<file path="src/rtl/imm_decode_stage_if.sv">
// Purpose: fetch-to-decode bus for the immediate-field decode stage (input handshake + decoded output bundle).
// Latency: wires only; no storage.
// Backpressure: in_ready and out_ready are plain valid/ready back-channels, one per direction.
//
// Ports (signals):
//   in_instr  [31:0] instruction word from fetch       in_valid / in_ready  input handshake
//   out_instr [31:0] instruction passed to decode      out_valid / out_ready output handshake
//   imm_field [25:0] right-aligned immediate field     imm_fmt [2:0] format code
//   imm_sign         sign-extend request               mov_shift [1:0] MOVZ hw field
// Modports: master = environment side (drives in_*, out_ready), slave = the stage.
interface imm_decode_stage_if;
  logic [31:0] in_instr;
  logic        in_valid;
  logic        in_ready;
  logic [31:0] out_instr;
  logic [25:0] imm_field;
  logic [2:0]  imm_fmt;
  logic        imm_sign;
  logic [1:0]  mov_shift;
  logic        out_valid;
  logic        out_ready;

  modport master (
    output in_instr, in_valid, out_ready,
    input  in_ready, out_instr, imm_field, imm_fmt, imm_sign, mov_shift, out_valid
  );

  modport slave (
    input  in_instr, in_valid, out_ready,
    output in_ready, out_instr, imm_field, imm_fmt, imm_sign, mov_shift, out_valid
  );
endinterface

</file>
<file path="src/rtl/imm_decode_stage.sv">
// Purpose: classify LEGv8 immediate formats and extract the immediate field, buffered in a 2-entry skid stage.
// Latency: 1 cycle from accept to out_valid when empty; all outputs registered.
// Backpressure: 2-entry (main + skid) buffer; registered in_ready drops once both entries are full.
//
// Ports: clk, reset (async active-low), flush (sync kill of held entries),
//        bus (imm_decode_stage_if.slave): in_instr/in_valid/in_ready, out_* decoded bundle, out_valid/out_ready.
module imm_decode_stage (
  input  logic              clk,
  input  logic              reset,
  input  logic              flush,
  imm_decode_stage_if.slave bus
);

  localparam logic [2:0] FMT_NONE   = 3'd0;
  localparam logic [2:0] FMT_D9     = 3'd1;
  localparam logic [2:0] FMT_I12    = 3'd2;
  localparam logic [2:0] FMT_CB19   = 3'd3;
  localparam logic [2:0] FMT_B26    = 3'd4;
  localparam logic [2:0] FMT_MOV16  = 3'd5;
  localparam logic [2:0] FMT_SHAMT6 = 3'd6;

  typedef struct packed {
    logic [31:0] instr;
    logic [25:0] field;
    logic [2:0]  fmt;
    logic        sign;
    logic [1:0]  shift;
  } dec_t;

  typedef enum logic [1:0] {EMPTY, ONE, TWO} state_t;

  dec_t   dec;
  dec_t   main_q;
  dec_t   skid_q;
  state_t state;
  logic   in_ready_q;
  logic   out_valid_q;
  logic   accept;
  logic   emit;

  // Opcode classes are disjoint, so the order of the chain only matters for readability.
  always_comb begin
    dec       = '0;
    dec.instr = bus.in_instr;
    if (bus.in_instr[31:26] == 6'b000101 || bus.in_instr[31:26] == 6'b100101) begin
      dec.fmt   = FMT_B26;
      dec.field = bus.in_instr[25:0];
      dec.sign  = 1'b1;
    end else if (bus.in_instr[31:24] == 8'b10110100 || bus.in_instr[31:24] == 8'b10110101 ||
                 bus.in_instr[31:24] == 8'b01010100) begin
      dec.fmt   = FMT_CB19;
      dec.field = {7'd0, bus.in_instr[23:5]};
      dec.sign  = 1'b1;
    end else if (bus.in_instr[31:21] == 11'b11111000010 || bus.in_instr[31:21] == 11'b11111000000) begin
      dec.fmt   = FMT_D9;
      dec.field = {17'd0, bus.in_instr[20:12]};
      dec.sign  = 1'b1;
    end else if (bus.in_instr[31] && bus.in_instr[28:22] == 7'b1000100) begin
      // ADDI/ADDIS/SUBI/SUBIS differ only in bits 30:29
      dec.fmt   = FMT_I12;
      dec.field = {14'd0, bus.in_instr[21:10]};
    end else if (bus.in_instr[31:23] == 9'b110100101) begin
      dec.fmt   = FMT_MOV16;
      dec.field = {10'd0, bus.in_instr[20:5]};
      dec.shift = bus.in_instr[22:21];
    end else if (bus.in_instr[31:22] == 10'b1101001101) begin
      // LSL/LSR differ only in bit 21
      dec.fmt   = FMT_SHAMT6;
      dec.field = {20'd0, bus.in_instr[15:10]};
    end
  end

  assign accept = bus.in_valid & in_ready_q;
  assign emit   = out_valid_q & bus.out_ready;

  always_ff @(posedge clk or negedge reset) begin
    if (!reset) begin
      state       <= EMPTY;
      main_q      <= '0;
      skid_q      <= '0;
      in_ready_q  <= 1'b1;
      out_valid_q <= 1'b0;
    end else if (flush) begin
      // flush overrides any accept/emit in the same cycle
      state       <= EMPTY;
      in_ready_q  <= 1'b1;
      out_valid_q <= 1'b0;
    end else begin
      case (state)
        EMPTY: begin
          if (accept) begin
            main_q      <= dec;
            state       <= ONE;
            out_valid_q <= 1'b1;
          end
        end
        ONE: begin
          if (accept && emit) begin
            main_q <= dec;
          end else if (accept) begin
            skid_q     <= dec;
            state      <= TWO;
            in_ready_q <= 1'b0;
          end else if (emit) begin
            state       <= EMPTY;
            out_valid_q <= 1'b0;
          end
        end
        TWO: begin
          if (emit) begin
            main_q     <= skid_q;
            state      <= ONE;
            in_ready_q <= 1'b1;
          end
        end
        default: begin
          state       <= EMPTY;
          in_ready_q  <= 1'b1;
          out_valid_q <= 1'b0;
        end
      endcase
    end
  end

  assign bus.in_ready  = in_ready_q;
  assign bus.out_valid = out_valid_q;
  assign bus.out_instr = main_q.instr;
  assign bus.imm_field = main_q.field;
  assign bus.imm_fmt   = main_q.fmt;
  assign bus.imm_sign  = main_q.sign;
  assign bus.mov_shift = main_q.shift;

endmodule

</file>
<file path="src/flat_wrapper.sv">
// flat-port wrapper written by rule: the top's interface ports become plain ports
module imm_decode_stage_flat 
  (clk, reset, flush, bus_in_instr, bus_in_valid, bus_out_ready, bus_in_ready, bus_out_instr, bus_imm_field, bus_imm_fmt, bus_imm_sign, bus_mov_shift, bus_out_valid);
  imm_decode_stage_if bus_i ();
  input  logic clk;
  input  logic reset;
  input  logic flush;
  input wire logic [$bits(bus_i.in_instr)-1:0] bus_in_instr;
  input wire logic [$bits(bus_i.in_valid)-1:0] bus_in_valid;
  input wire logic [$bits(bus_i.out_ready)-1:0] bus_out_ready;
  output wire logic [$bits(bus_i.in_ready)-1:0] bus_in_ready;
  output wire logic [$bits(bus_i.out_instr)-1:0] bus_out_instr;
  output wire logic [$bits(bus_i.imm_field)-1:0] bus_imm_field;
  output wire logic [$bits(bus_i.imm_fmt)-1:0] bus_imm_fmt;
  output wire logic [$bits(bus_i.imm_sign)-1:0] bus_imm_sign;
  output wire logic [$bits(bus_i.mov_shift)-1:0] bus_mov_shift;
  output wire logic [$bits(bus_i.out_valid)-1:0] bus_out_valid;
  assign bus_i.in_instr = bus_in_instr;
  assign bus_i.in_valid = bus_in_valid;
  assign bus_i.out_ready = bus_out_ready;
  assign bus_in_ready = bus_i.in_ready;
  assign bus_out_instr = bus_i.out_instr;
  assign bus_imm_field = bus_i.imm_field;
  assign bus_imm_fmt = bus_i.imm_fmt;
  assign bus_imm_sign = bus_i.imm_sign;
  assign bus_mov_shift = bus_i.mov_shift;
  assign bus_out_valid = bus_i.out_valid;
  imm_decode_stage u_core (.clk(clk), .reset(reset), .flush(flush), .bus(bus_i));
endmodule
</file>
<file path="config.mk">
export PLATFORM = sky130hd
export DESIGN_NAME = imm_decode_stage_flat
export DESIGN_NICKNAME = d
export VERILOG_FILES = /design/src/rtl/imm_decode_stage_if.sv /design/src/rtl/imm_decode_stage.sv /design/src/flat_wrapper.sv
export SDC_FILE = /design/constraint.sdc
export NUM_CORES = 1
export LEC_CHECK = 0
export CORE_ASPECT_RATIO = 1.75
export CORE_MARGIN = 2
export CORE_UTILIZATION = 53
export DETAILED_ROUTE_END_ITERATION = 12
export PLACE_DENSITY = 0.8
export SLEW_MARGIN = 20
export SYNTH_ARGS = -nofsm -noshare
export SYNTH_HDL_FRONTEND = slang
export SYNTH_SLANG_ARGS = --single-unit
</file>
<file path="constraint.sdc">
create_clock -name clk -period 2.4 [get_ports clk]
set_clock_uncertainty 0.1 [all_clocks]
set_input_delay 0.48 -clock clk [delete_from_list [all_inputs] [get_ports clk]]
set_output_delay 0.48 -clock clk [all_outputs]
set_load 0.02 [all_outputs]
</file>
==> metrics.csv <==
metric;value;unit
PortBufs;102;
Final HPWL DP;13.3;mm
DR DRC count;0;
crit path max fanout;10;
via count;6027;
Placed Area;7710;um2
period utilization;97.9;%
met2 Usage GRT;54.1;%
TNS Setup;0;ps
HP Class;reg2reg;
max cap viols;0;
antenna cells;0;
antenna violations before repair;0;
I/O pins;103;
Cell variety after synth;52;
met1 Usage GRT;37.3;%
CTS tree;yes;
Initial Utilization;53.5;%
post-synth net total;744;
clock root buffer;clkbuf_16;
pre-CTS setup slack;-285;ps
Worst Setup Path Type;in2reg;
synthesized flop and latch total;132;
clk_lat worst skew;420;ps
WP data required;2630;ps
worst-case reg-to-reg path depth;6;
Antenna Nets Post-Route;0;
worst-margin pin slew;622;ps
Wirelength per Cell;19.8;um
final instance area;8320;um2
Final Non-Filler Cells;985;
met3 Track Usage GR;5.82;%
layout cells sized above 1;12.7;%
All-Layer GR Usage;32.2;%
run status;complete, no violations;
die area;12500;um2
largest net degree at the start of global routing;72;
grt peak-use layer;met2;
Setup Buffers After CTS;0;
top-count cell post-synth;nand2_1;
warnings from Yosys;0;
total power;9.20;mW
DRT Wirelength;19.5;mm
Hold Crit Endpoint;u_core.skid_q[6];
area share of the largest cell type after synthesis;53.5;%
worst hold slack;372;ps
# rows;52;
hold_sp;u_core.skid_q[6];
main area contributors after synthesis;dfrtp_1 (54%), nand2_1 (13%), a31oi_1 (4.2%);
FMAX;0.426;GHz
slew margin rel.;58.5;%
crit path launch type;input pin;
Post-Syn Area;6130;um2
Clock transition at path regs;60;ps
total core area;11500;um2
final count of hold timing violations;0;
P per Cell Area;1110;nW/um2
asr flop ratio synth;100;%
syn avg cell area;8.67;um2
fin crit period;2350;ps
worst reg2reg startpoint;u_core.state[0];
TritonCTS Buffers;17;
Yosys top cell by area;dfrtp_1;
Die Ht;146;um
Mapped Cells;707;
Min-Delay Path Depth;2;
vias in the first global route;6195;
placed insts;953;
CTS Buffer Depth;2;
area grow syn2layout;35.9;%
Leak;3.76;nW
fin. max-slew vios;0;
worst setup margin;51.2;ps
htree depth;4;
first-pass GRT wire length;31.1;mm
GR Overflow Total;0;
vias per inst;6.12;
FF-to-FF End;u_core.bus.imm_field[6];
Post-synth top cells;nand2_1 (208), dfrtp_1 (131), nor2_1 (68), a31oi_1 (41), o21ai_0 (40);
final setup violation count;0;
Die W;85.3;um
fin nets;875;
EDFF count, synth;0;
top_reg_cell synth;dfrtp_1;
clock sinks;132;
CP endpoint kind;flop;
fin util;72.7;%
Routability Congestion;0.922;
sequential share of the synthesized area;53.9;%
r2r setup slk;340;ps
crit path DAT;2580;ps
Pre-antenna DRT Iters;6;
First DRT Iteration DRCs;558;
maximum vdd ir drop;913;uV
-- power breakdown --
part | switching (mW) | internal [mW]
clock network | 1.01 | 1.66
registers | 0.518 | 3.03
logic | 1.59 | 1.40
total | 3.12 | 6.09
-- sequential cells by signal (all words and copies together) (netlist names) --
name	flops
u_core.bus.imm_sign	1
u_core.bus.imm_field	26
u_core.bus.out_instr	32
u_core.bus.imm_fmt	3
u_core.bus.in_ready	1
u_core.state	2
u_core.bus.out_valid	1
u_core.skid_q	64
u_core.bus.mov_shift	2
-- layout make-up --
cell class / instances / area, um2
clock inverter: 11 / 153
multi-input combinational: 514 / 2580
sequential: 132 / 3300
fill: 835 / 3130
tap: 135 / 169
timing repair buffer: 168 / 1650
inverter: 5 / 18.8
clock buffer: 20 / 447
-- layer usage --
layer / wire length [um] / part of all wire (%)
met2: 10100 / 52
met4: 1310 / 6.7
met3: 1150 / 5.9
met5: 0 / 0
met1: 6900 / 35
-- placed cells by master (no fill, tap or decap), drive strengths merged, types with 3 or more instances in the layout --
cell,instances
a21o,5
a21oi,35
a221o,7
a221oi,8
a22o,3
a22oi,4
a31oi,41
and3,12
buf,66
bufinv,3
clkbuf,20
clkdlybuf4s50,101
clkinv,4
clkinvlp,3
dfrtp,131
inv,6
nand2,208
nand2b,4
nand3,21
nand3b,4
nor2,68
nor3,4
o211ai,5
o21ai,48
o221ai,3
o22a,3
o22ai,5
-- cells by family after synthesis --
| family | synth area share (%) |
|---|---|
| AO/OA/AOI/OAI | 18.1 |
| XOR/XNOR | 0.143 |
| buffers and inverters | 4.41 |
| flip-flops | 53.9 |
| multiplexers | 0.184 |
| AND/OR/NAND/NOR | 23.2 |
-- what timing repair did --
| item | CTS | global route |
|---|---|---|
| hold buffers | 1 | 0 |
| endpoints found under the setup margin | 0 | 6 |
| endpoints found under the hold margin | 39 | 0 |
| resized for setup | 0 | 1 |
-- critical path: stages --
cell,delay (ps)
clkdlybuf4s50_1,480
or4b_4,590
a211oi_4,330
or2_1,200
buf_4,200
nand2_1,110
a21oi_1,190
-- worst max-delay path by stage --
stage,startpoint,end,slack [ps],cells after the start
2_1_floorplan,bus_in_instr[29],u_core.skid_q[10],170,8
3_3_place_gp,bus_in_instr[24],u_core.skid_q[13],-240,7
3_5_place_dp,bus_in_instr[24],u_core.skid_q[18],-280,7
4_1_cts,bus_in_instr[24],u_core.skid_q[18],80,7
5_1_grt,bus_in_instr[24],u_core.skid_q[10],-10,9
6_report,bus_in_instr[24],u_core.skid_q[18],50,7
(Power assumes the default switching activity.)
